$ cat src/rtl/fifo_sync_param.sv
// Single-clock FIFO with configurable width/depth, fill count, almost-full/empty
// thresholds, registered read data with valid strobe, sticky error flags and flush.
module fifo_sync_param #(
  parameter int DW     = 8,
  parameter int DEPTH  = 16,
  parameter int AF_LVL = DEPTH - 4,
  parameter int AE_LVL = 2
) (
  input  logic          iCLK,
  input  logic          iRSTN,
  input  logic          iCLR,
  input  logic          iWINC,
  input  logic [DW-1:0] iWDAT,
  output logic          oFULL,
  output logic          oAFULL,
  input  logic          iRINC,
  output logic [DW-1:0] oRDAT,
  output logic          oRVLD,
  output logic          oEMPT,
  output logic          oAEMPT,
  output logic [$clog2(DEPTH):0] oCNT,
  output logic          oOVF,
  output logic          oUDF
);
  localparam int AW = $clog2(DEPTH);
  localparam int CW = AW + 1;
  localparam logic [CW-1:0] FULL_C = CW'(DEPTH);
  localparam logic [CW-1:0] AF_C   = CW'(AF_LVL);
  localparam logic [CW-1:0] AE_C   = CW'(AE_LVL);

  logic [DW-1:0] mem_q [DEPTH];
  logic [AW-1:0] wptr_q, wptr_d, rptr_q, rptr_d;
  logic [CW-1:0] cnt_q, cnt_d;
  logic [DW-1:0] rdat_q, rdat_d;
  logic          rvld_q, rvld_d;
  logic          ovf_q, ovf_d, udf_q, udf_d;
  logic          full, empt, wacc, racc;

  // Status flags depend only on the count register, never on this cycle's requests.
  assign full   = (cnt_q == FULL_C);
  assign empt   = (cnt_q == '0);
  assign oFULL  = full;
  assign oEMPT  = empt;
  assign oAFULL = (cnt_q >= AF_C);
  assign oAEMPT = (cnt_q <= AE_C);
  assign oCNT   = cnt_q;
  assign oRDAT  = rdat_q;
  assign oRVLD  = rvld_q;
  assign oOVF   = ovf_q;
  assign oUDF   = udf_q;

  assign wacc = iWINC & ~full;
  assign racc = iRINC & ~empt;

  always_comb begin
    wptr_d = wptr_q;
    rptr_d = rptr_q;
    cnt_d  = cnt_q;
    rdat_d = rdat_q;
    rvld_d = 1'b0;
    ovf_d  = ovf_q | (iWINC & full);
    udf_d  = udf_q | (iRINC & empt);
    if (wacc) wptr_d = wptr_q + AW'(1);
    if (racc) begin
      rptr_d = rptr_q + AW'(1);
      rdat_d = mem_q[rptr_q];
      rvld_d = 1'b1;
    end
    case ({wacc, racc})
      2'b10:   cnt_d = cnt_q + CW'(1);
      2'b01:   cnt_d = cnt_q - CW'(1);
      default: cnt_d = cnt_q;
    endcase
  end

  always_ff @(posedge iCLK) begin
    if (!iRSTN || iCLR) begin
      wptr_q <= '0;
      rptr_q <= '0;
      cnt_q  <= '0;
      rdat_q <= '0;
      rvld_q <= 1'b0;
      ovf_q  <= 1'b0;
      udf_q  <= 1'b0;
    end else begin
      wptr_q <= wptr_d;
      rptr_q <= rptr_d;
      cnt_q  <= cnt_d;
      rdat_q <= rdat_d;
      rvld_q <= rvld_d;
      ovf_q  <= ovf_d;
      udf_q  <= udf_d;
    end
  end

  // Storage has no reset; writes are suppressed while reset or flush is active.
  always_ff @(posedge iCLK) begin
    if (iRSTN && !iCLR && wacc) mem_q[wptr_q] <= iWDAT;
  end
endmodule

$ cat config.mk
export PLATFORM = sky130hd
export DESIGN_NAME = fifo_sync_param
export DESIGN_NICKNAME = d
export VERILOG_FILES = /design/src/rtl/fifo_sync_param.sv
export SDC_FILE = /design/constraint.sdc
export NUM_CORES = 1
export LEC_CHECK = 0
export BUFFER_PORTS_ARGS = -buffer_cell sky130_fd_sc_hd__buf_4
export CORE_MARGIN = 10
export CORE_UTILIZATION = 35
export DETAILED_ROUTE_END_ITERATION = 8
export PLACE_DENSITY_LB_ADDON = 0.12
export RECOVER_POWER = 25
export SLEW_MARGIN = 20
export SYNTH_ARGS = -nofsm -noshare
export SYNTH_HDL_FRONTEND = slang
export SYNTH_SLANG_ARGS = --single-unit
$ cat constraint.sdc
create_clock -name iCLK -period 2.3 [get_ports iCLK]
set_input_delay 0.23 -clock iCLK [delete_from_list [all_inputs] [get_ports iCLK]]
set_output_delay 0.23 -clock iCLK [all_outputs]
set_load 0.03 [all_outputs]
==> flow_metrics.env, run 1 <==
export IMPL_status="complete, no violations"
export IMPL_synth_lib_cells_used_distinct=33
export IMPL_vias=3400
export IMPL_hpwl_mm=9.52
export IMPL_critPathKind="flip-flop to flip-flop"
export IMPL_postLayoutCellArea_um2=7300
export IMPL_die_height_um=152
export IMPL_powerDensity_nw_per_um2=821
export IMPL_coreArea_um2=17200
export IMPL_start_kind="flip-flop"
export IMPL_worst_r2r_endpoint="oCNT[4]$_SDFFE_PP0P_"
export IMPL_holdPathStages=3
export IMPL_cts_tree="built"
export IMPL_h_tree_depth=4
export IMPL_viasPerCell=4.98
export IMPL_rows=48
export IMPL_ys_async_sr_fraction_pct=0
export IMPL_cp_end_kind="flip-flop"
export IMPL_tightest_slew_ns=0.905
export IMPL_n_fill_cell=1603
export IMPL_antennaDiodeCount=0
export IMPL_netlist_area_um2=6090
export IMPL_slowest_delay_ns=0.35
export IMPL_grt_pass1_wl_mm=21.0
export IMPL_routed_wl_mm=14.0
export IMPL_yosysMostFrequentCell="edfxtp_1"
export IMPL_vdd_drop_max_uv=516
export IMPL_area_growth_pct=19.8
export IMPL_r2r_start="oCNT[0]$_SDFFE_PP0P_"
export IMPL_yosysTopAreaCell="edfxtp_1"
export IMPL_placed_area_um2=6740
export IMPL_synthCells=400
export IMPL_grt_max_degree=21
export IMPL_cpMostUsedCell="mux2i_1"
export IMPL_synthesis_nets=423
export IMPL_min_to="oOVF$_SDFF_PP0_"
export IMPL_required_ns=2.65
export IMPL_insertion_delay_ns=0.42
export IMPL_finalHoldViolCount=0
export IMPL_routabilityCongestion=0.763
export IMPL_clock_path_buffers=2
export IMPL_path_clk_slew_ns=0.06
export IMPL_final_seq_area_um2=4340
export IMPL_hold_start="iWINC"
export IMPL_final_setup_viol_count=0
export IMPL_synth_edf_count=128
export IMPL_r2r_slack_ns=0.14
export IMPL_grt_pass1_vias=3275
export IMPL_critPathMaxFanout=6
export IMPL_netlist_top_cells_area="edfxtp_1, mux2i_1, dfxtp_1"
export IMPL_ys_seq_area_share_pct=71.0
export IMPL_ys_ff_latch=152
export IMPL_ys_flop_type="edfxtp_1"
export IMPL_hold_path_class="input pin to flip-flop"
export IMPL_antenna_found_initial=0
export IMPL_slowest_stage="dfxtp_4"
export IMPL_crit_arrival_ns=2.50
export IMPL_drt_wirelength_per_cell_um=20.6
export IMPL_initial_utilization_pct=35.5
export IMPL_crit_path_cell_trace="nor4_4 -> a21boi_2 -> ha_4 -> fa_2 -> a21o_1 -> a21oi_2 -> mux2i_1 -> mux2i_1"
export IMPL_min_period_over_period_pct=93.7
export IMPL_ioPinCount=33
export IMPL_cts_setup_buffers=0
export IMPL_power_static_leakage_nw=2.37
export IMPL_relSlewSlack_pct=39.7
export IMPL_fmax_mhz=464
export IMPL_nNetsFinal=470
export IMPL_io_buffers=32
export IMPL_max_cap_violations=0
export IMPL_ant_nets=0
export IMPL_gr_usage_all_layers_pct=12.1
export IMPL_finish_utilization_pct=42.5
export IMPL_multi_input_area_um2=1690
export IMPL_worstSetupStartpoint="oCNT[0]$_SDFFE_PP0P_"
export IMPL_fin_crit_ns=2.16
export IMPL_dieArea_um2=23100
export IMPL_drc=0
export IMPL_ys_warnings_count=0
export IMPL_synthTopCellsByCount="edfxtp_1, mux2i_1, nor2_1"
export IMPL_cts_root_buf="clkbuf_16"
export IMPL_overflow=0
export IMPL_numCtsBuffers=17
export IMPL_fp_dieW_um=152
export IMPL_drive_gt1_share_pct=18.3
export IMPL_grt_setup_unrepaired="no"
export IMPL_synth_area_per_cell_um2=15.2
export IMPL_setup_tns_final_ns=0
export IMPL_synth_top_area_share_pct=63.1
export IMPL_finClkSkew_ns=0.00815
export IMPL_drv_slew=0
export IMPL_worst_r2r_cell_count=8
export IMPL_dr_pass1_iters=5
export IMPL_cts_sink_count=152
export IMPL_drt_iter0_markers=198
layer usage:
layer  GRT usage [%]  wire, um  part of all wire, %
met1            15.8      6570                   47
met2            19.1      6820                   49
met3            3.16       511                  3.6
met4            3.71       132                 0.94
met5               0         0                    0
metrics by stage:
stage	total power (W)	instances	hold slack, ns	worst slack (ns)
floorplan	0.00319	400	0.329	0.00918
global placement	0.00330	653	0.453	0.194
detailed placement	0.00330	653	0.472	0.123
CTS	0.00605	683	0.0720	0.0654
global route	0.00619	683	0.0960	0.0283
finish	0.00599	683	0.0865	0.145
cell type report:
| type | instances | share of cell area [%] |
|---|---|---|
| Sequential cell | 152 | 59.4 |
| Multi-Input combinational cell | 221 | 23.1 |
| Tap cell | 225 | 3.86 |
| Clock inverter | 10 | 1.77 |
| Clock buffer | 20 | 6.26 |
| Inverter | 4 | 0.206 |
| Timing Repair Buffer | 51 | 5.40 |
logic make-up after synthesis:
logic type / synth area share (%)
AOI/OAI and AO/OA: 6.49
and+or+nand+nor: 5.63
adders and majority gates: 2.18
buffers and inverters: 2.07
muxes: 11.3
xor gates and xnor gates: 1.29
DFF: 71.0
power by group:
part	internal (W)	switching, W	total (W)
Clock	0.00174	0.00102	0.00275
Combinational	0.0000776	0.000152	0.000229
Sequential	0.00300	0.0000111	0.00301
state kept, by name (all words and copies together) (netlist names):
register  cells
oRDAT         8
oUDF          1
wptr_q        4
mem_q       128
oCNT          5
rptr_q        4
oRVLD         1
oOVF          1
how the worst max path moves through the flow:
stage	to	slack, ns	cells after the start
6_report	oCNT[4]$_SDFFE_PP0P_	0.14	8
5_1_grt	oCNT[4]$_SDFFE_PP0P_	0.03	8
4_1_cts	oFULL	0.07	4
3_5_place_dp	oCNT[4]$_SDFFE_PP0P_	0.12	8
3_3_place_gp	oCNT[4]$_SDFFE_PP0P_	0.19	8
2_1_floorplan	oCNT[4]$_SDFFE_PP0P_	0.009	9
critical path, delay by kind of cell (launching register included):
kind	cells	cell delay [ns]
adder cells (fa/ha/maj)	2	0.55
flip-flops	1	0.35
multiplexers	2	0.41
AND/OR/NAND/NOR	1	0.32
AO/OA/AOI/OAI	3	0.46
cell usage in the layout (no fill, tap or decap), types with 6 or more instances in the layout:
cell       instances
a21oi_1           12
nor4_1             8
edfxtp_1         128
xor2_1             6
nor2_1            34
o22ai_1           32
buf_4             41
mux2i_1           69
dfxtp_1           18
o21ai_0            8
clkbuf_16         17
ha_1               8
nand2_1            8
clkbuf_1           8
timing repair:
action	CTS	global route
gates resized for setup	0	1
setup endpoints to repair	0	1
hold buffers	0	0
Power figures use the tool's default switching activity.
==> run 2, diff against run 1 <==
==> constraint.sdc (replaced) <==
create_clock -name iCLK -period 2.7 [get_ports iCLK]
set_input_delay 0.27 -clock iCLK [delete_from_list [all_inputs] [get_ports iCLK]]
set_output_delay 0.27 -clock iCLK [all_outputs]
set_load 0.03 [all_outputs]
==> flow_metrics.env, run 2 (same netlist as run 1, synthesis figures left out) <==
export IMPL_antennaDiodeCount=0
export IMPL_drive_gt1_share_pct=15.5
export IMPL_final_common_cell="edfxtp_1"
export IMPL_initial_utilization_pct=35.5
export IMPL_crit_arrival_ns=2.78
export IMPL_cp_end_kind="flip-flop"
export IMPL_viasPerCell=4.98
export IMPL_critPathMaxFanout=6
export IMPL_drc=0
export IMPL_required_ns=3.06
export IMPL_status="complete, no violations"
export IMPL_placedCellCount=646
export IMPL_dr_pass1_iters=4
export IMPL_rows=48
export IMPL_final_cells=678
export IMPL_antenna_found_initial=0
export IMPL_ctsHoldBuffers=0
export IMPL_fp_dieW_um=152
export IMPL_max_cap_violations=0
export IMPL_nNetsFinal=463
export IMPL_io_buffers=32
export IMPL_drv_slew=0
export IMPL_layout_common_cells="edfxtp_1, mux2i_1, buf_4, nor2_1, o22ai_1"
export IMPL_overflow=0
export IMPL_dieArea_um2=23100
export IMPL_cts_root_buf="clkbuf_16"
export IMPL_clock_path_buffers=2
export IMPL_path_clk_slew_ns=0.07
export IMPL_relSlewSlack_pct=40.0
export IMPL_vias=3377
export IMPL_grt_pass1_vias=3434
export IMPL_grt_max_degree=23
export IMPL_drt_iter0_markers=216
export IMPL_ioPinCount=33
export IMPL_final_setup_viol_count=0
export IMPL_tightest_slew_ns=0.896
export IMPL_min_period_over_period_pct=89.9
export IMPL_fmax_mhz=412
export IMPL_largest_reg_flops=128
export IMPL_insertion_delay_ns=0.43
export IMPL_grt_pass1_wl_mm=21.3
export IMPL_ctsResizeCount=0
export IMPL_hpwl_mm=9.53
export IMPL_ant_nets=0
export IMPL_largest_register="mem_q"
export IMPL_coreArea_um2=17200
export IMPL_power_static_leakage_nw=2.34
export IMPL_fin_crit_ns=2.43
export IMPL_hold_path_class="input pin to flip-flop"
export IMPL_powerDensity_nw_per_um2=726
export IMPL_setup_tns_final_ns=0
export IMPL_drt_wirelength_per_cell_um=20.4
export IMPL_cts_setup_buffers=0
export IMPL_finalHoldViolCount=0
export IMPL_die_height_um=152
export IMPL_critPathKind="flip-flop to flip-flop"
export IMPL_numCtsBuffers=17
export IMPL_vdd_drop_max_uv=444
export IMPL_start_kind="flip-flop"
export IMPL_gr_usage_all_layers_pct=12.2
export IMPL_cts_tree="built"
export IMPL_routabilityCongestion=0.717
export IMPL_cts_sink_count=152
export IMPL_h_tree_depth=4
export IMPL_grt_setup_unrepaired="no"
export IMPL_routed_wl_mm=13.9
export IMPL_area_growth_pct=18.3
export IMPL_finClkSkew_ns=0.00886
-- run 2: cell types whose count changed in the layout (fill, tap and decap cells not counted), sizes merged --
cell and change:
buf -8, clkbuf -1, clkinv +2, clkinvlp -2, inv +4
-- run 2: layout make-up --
class / instances / area, um^2
Timing Repair Buffer: 44 / 313
Multi-Input combinational cell: 221 / 1640
Inverter: 4 / 15.0
Sequential cell: 152 / 4330
Fill cell: 1598 / 9970
Tap cell: 225 / 282
Clock inverter: 14 / 189
Clock buffer: 18 / 439
-- run 2: metal layers --
metal | track usage [%] | vias up | wire [um]
li1 | - | 1622 | -
met1 | 15.6 | 1701 | 6560
met2 | 19.5 | 36 | 6730
met3 | 2.94 | 18 | 319
met4 | 5.04 | 0 | 248
met5 | 0 | - | 0
-- run 2: worst max-delay path: stages (launching register included) --
cell	delay [ns]
dfxtp_1	0.31
nor4_1	0.38
a21boi_1	0.15
ha_1	0.28
fa_1	0.43
a21o_1	0.19
a21oi_1	0.17
mux2i_1	0.23
mux2i_1	0.19
-- run 2: power by group --
part	internal, W	switching (W)	total (W)
combinational	0.0000565	0.000127	0.000184
sequential	0.00255	0.00000812	0.00256
clock	0.00150	0.000980	0.00248
-- run 2: worst paths after layout --
kind	from	endpoint	slack, ns	depth (start not counted)
worst min-delay path	iRINC	oUDF$_SDFF_PP0_	0.11	3
worst min register to register	oOVF$_SDFF_PP0_	oOVF$_SDFF_PP0_	0.48	2
worst max register to register	oCNT[0]$_SDFFE_PP0P_	oCNT[4]$_SDFFE_PP0P_	0.27	8
worst max-delay path	oCNT[0]$_SDFFE_PP0P_	oCNT[4]$_SDFFE_PP0P_	0.27	8
-- run 2: per-stage QoR --
stage                     setup slack (ns)  util, %  hold slack (ns)  cell area [um^2]  power (W)
after floorplan                     0.0132        -            0.369              6090    0.00271
after CTS                            0.236     42.1           0.0897              7240    0.00529
after global routing                0.0408     42.0            0.116              7210    0.00541
after global placement               0.295     38.5            0.453              6610    0.00280
after detailed placement             0.275     38.5            0.463              6610    0.00281
final                                0.274     42.0            0.107              7210    0.00523
==> run 3, diff against run 2 <==
--- a/config.mk
+++ b/config.mk
@@ -6,11 +6,10 @@
 export NUM_CORES = 1
 export LEC_CHECK = 0
 export BUFFER_PORTS_ARGS = -buffer_cell sky130_fd_sc_hd__buf_4
-export CORE_MARGIN = 10
 export CORE_UTILIZATION = 35
+export CTS_CLUSTER_DIAMETER = 60
 export DETAILED_ROUTE_END_ITERATION = 8
 export PLACE_DENSITY_LB_ADDON = 0.12
-export RECOVER_POWER = 25
 export SLEW_MARGIN = 20
 export SYNTH_ARGS = -nofsm -noshare
 export SYNTH_HDL_FRONTEND = slang
==> flow_metrics.env, run 3 (same netlist as run 1, synthesis figures left out) <==
export IMPL_finalHoldViolCount=0
export IMPL_ioPinCount=33
export IMPL_required_ns=3.05
export IMPL_ctsResizeCount=0
export IMPL_clock_path_buffers=2
export IMPL_status="complete, no violations"
export IMPL_largest_reg_flops=128
export IMPL_r2r_start="oCNT[0]$_SDFFE_PP0P_"
export IMPL_crit_arrival_ns=2.81
export IMPL_routabilityCongestion=0.760
export IMPL_worst_r2r_endpoint="oCNT[4]$_SDFFE_PP0P_"
export IMPL_area_growth_pct=18.0
export IMPL_placedCellCount=641
export IMPL_max_cap_violations=0
export IMPL_fin_crit_ns=2.47
export IMPL_insertion_delay_ns=0.42
export IMPL_finalPower_w=0.00499
export IMPL_final_seq_area_um2=4330
export IMPL_largest_register="mem_q"
export IMPL_grt_pass1_vias=3375
export IMPL_final_setup_viol_count=0
export IMPL_final_cells=673
export IMPL_pre_cts_slack_ns=0.0884
export IMPL_critPathMaxFanout=6
export IMPL_final_common_cell="edfxtp_1"
export IMPL_min_period_over_period_pct=91.4
export IMPL_multi_input_area_um2=1650
export IMPL_finClkSkew_ns=0.00865
export IMPL_h_tree_depth=4
export IMPL_fmax_mhz=405
export IMPL_hold_path_class="input pin to flip-flop"
export IMPL_power_static_leakage_nw=2.34
export IMPL_fp_dieW_um=134
export IMPL_drv_slew=0
export IMPL_powerDensity_nw_per_um2=694
export IMPL_overflow=0
export IMPL_critPathKind="flip-flop to flip-flop"
export IMPL_n_fill_cell=1543
export IMPL_cts_root_buf="clkbuf_16"
export IMPL_cp_end_kind="flip-flop"
export IMPL_drt_iter0_markers=288
export IMPL_dr_pass1_iters=4
export IMPL_grt_setup_unrepaired="no"
export IMPL_ant_nets=0
export IMPL_ctsHoldBuffers=0
export IMPL_vdd_drop_max_uv=463
export IMPL_hpwl_mm=8.60
export IMPL_numCtsBuffers=17
export IMPL_hold_start="iRINC"
export IMPL_final_setup_worst_slack_ns=0.232
export IMPL_holdPathStages=3
export IMPL_initial_utilization_pct=36.3
export IMPL_min_to="oUDF$_SDFF_PP0_"
export IMPL_cts_setup_buffers=0
export IMPL_drc=0
export IMPL_relSlewSlack_pct=26.9
export IMPL_coreArea_um2=16800
export IMPL_die_height_um=134
export IMPL_viasPerCell=4.96
export IMPL_antenna_found_initial=0
export IMPL_path_clk_slew_ns=0.06
export IMPL_tightest_slew_ns=1.09
export IMPL_grt_pass1_wl_mm=20.1
export IMPL_grt_max_degree=33
export IMPL_cts_tree="built"
export IMPL_start_kind="flip-flop"
export IMPL_dieArea_um2=17900
export IMPL_nNetsFinal=463
export IMPL_drt_wirelength_per_cell_um=19.7
export IMPL_routed_wl_mm=13.3
export IMPL_r2r_slack_ns=0.23
export IMPL_rows=47
export IMPL_io_buffers=32
export IMPL_worst_r2r_cell_count=8
export IMPL_antennaDiodeCount=0
export IMPL_drive_gt1_share_pct=15.7
export IMPL_cts_sink_count=152
export IMPL_layout_common_cells="edfxtp_1, mux2i_1, buf_4, nor2_1, o22ai_1"
export IMPL_gr_usage_all_layers_pct=15.8
export IMPL_setup_tns_final_ns=0
export IMPL_vias=3341
## run 3: cell type report
type	count	share of cell area [%]
Timing Repair Buffer	44	4.95
Clock inverter	1	0.0697
Multi-Input combinational cell	221	22.9
Inverter	4	0.209
Sequential cell	152	60.2
Clock buffer	31	7.80
Tap cell	220	3.83
## run 3: routing by layer
layer  GRT usage, %  vias to the layer above  part of all wire, %
met5              0                        -                    0
met2           24.2                       81                   46
met3           3.97                       20                  5.2
met4           6.63                        0                  2.2
met1           21.5                     1623                   46
li1               -                     1617                    -
## run 3: worst max-delay path by stage
stage | start | end | slack, ns | cells past startpoint
after floorplan | oCNT[0]$_SDFFE_PP0P_ | oCNT[4]$_SDFFE_PP0P_ | 0.01 | 9
after global placement | oCNT[0]$_SDFFE_PP0P_ | oCNT[4]$_SDFFE_PP0P_ | 0.23 | 8
after detailed placement | oCNT[0]$_SDFFE_PP0P_ | oCNT[4]$_SDFFE_PP0P_ | 0.09 | 8
after CTS | oCNT[0]$_SDFFE_PP0P_ | oCNT[4]$_SDFFE_PP0P_ | 0.08 | 8
after global routing | oCNT[0]$_SDFFE_PP0P_ | oCNT[4]$_SDFFE_PP0P_ | 0.10 | 8
final | oCNT[0]$_SDFFE_PP0P_ | oCNT[4]$_SDFFE_PP0P_ | 0.23 | 8
## run 3: stage by stage
step                      hold WS, ns  area, um^2  util (%)
after floorplan                 0.369        6090         -
after global placement          0.453        6610      39.5
after detailed placement        0.463        6610      39.5
after CTS                       0.101        7180      42.8
after global routing            0.129        7190      42.9
final                           0.110        7190      42.9
## run 3: worst max-delay path, stage by stage, from the launching register on
cell      delay [ns]
dfxtp_1         0.32
nor4_2          0.40
a21boi_1        0.16
ha_1            0.29
fa_1            0.43
a21o_1          0.19
a21oi_1         0.16
mux2i_1         0.25
mux2i_1         0.20
## run 3: power by group
| group | internal [W] | switching (W) | total (W) |
|---|---|---|---|
| Sequential | 0.00255 | 0.00000850 | 0.00256 |
| Clock | 0.00139 | 0.000852 | 0.00224 |
| Combinational | 0.0000631 | 0.000122 | 0.000185 |
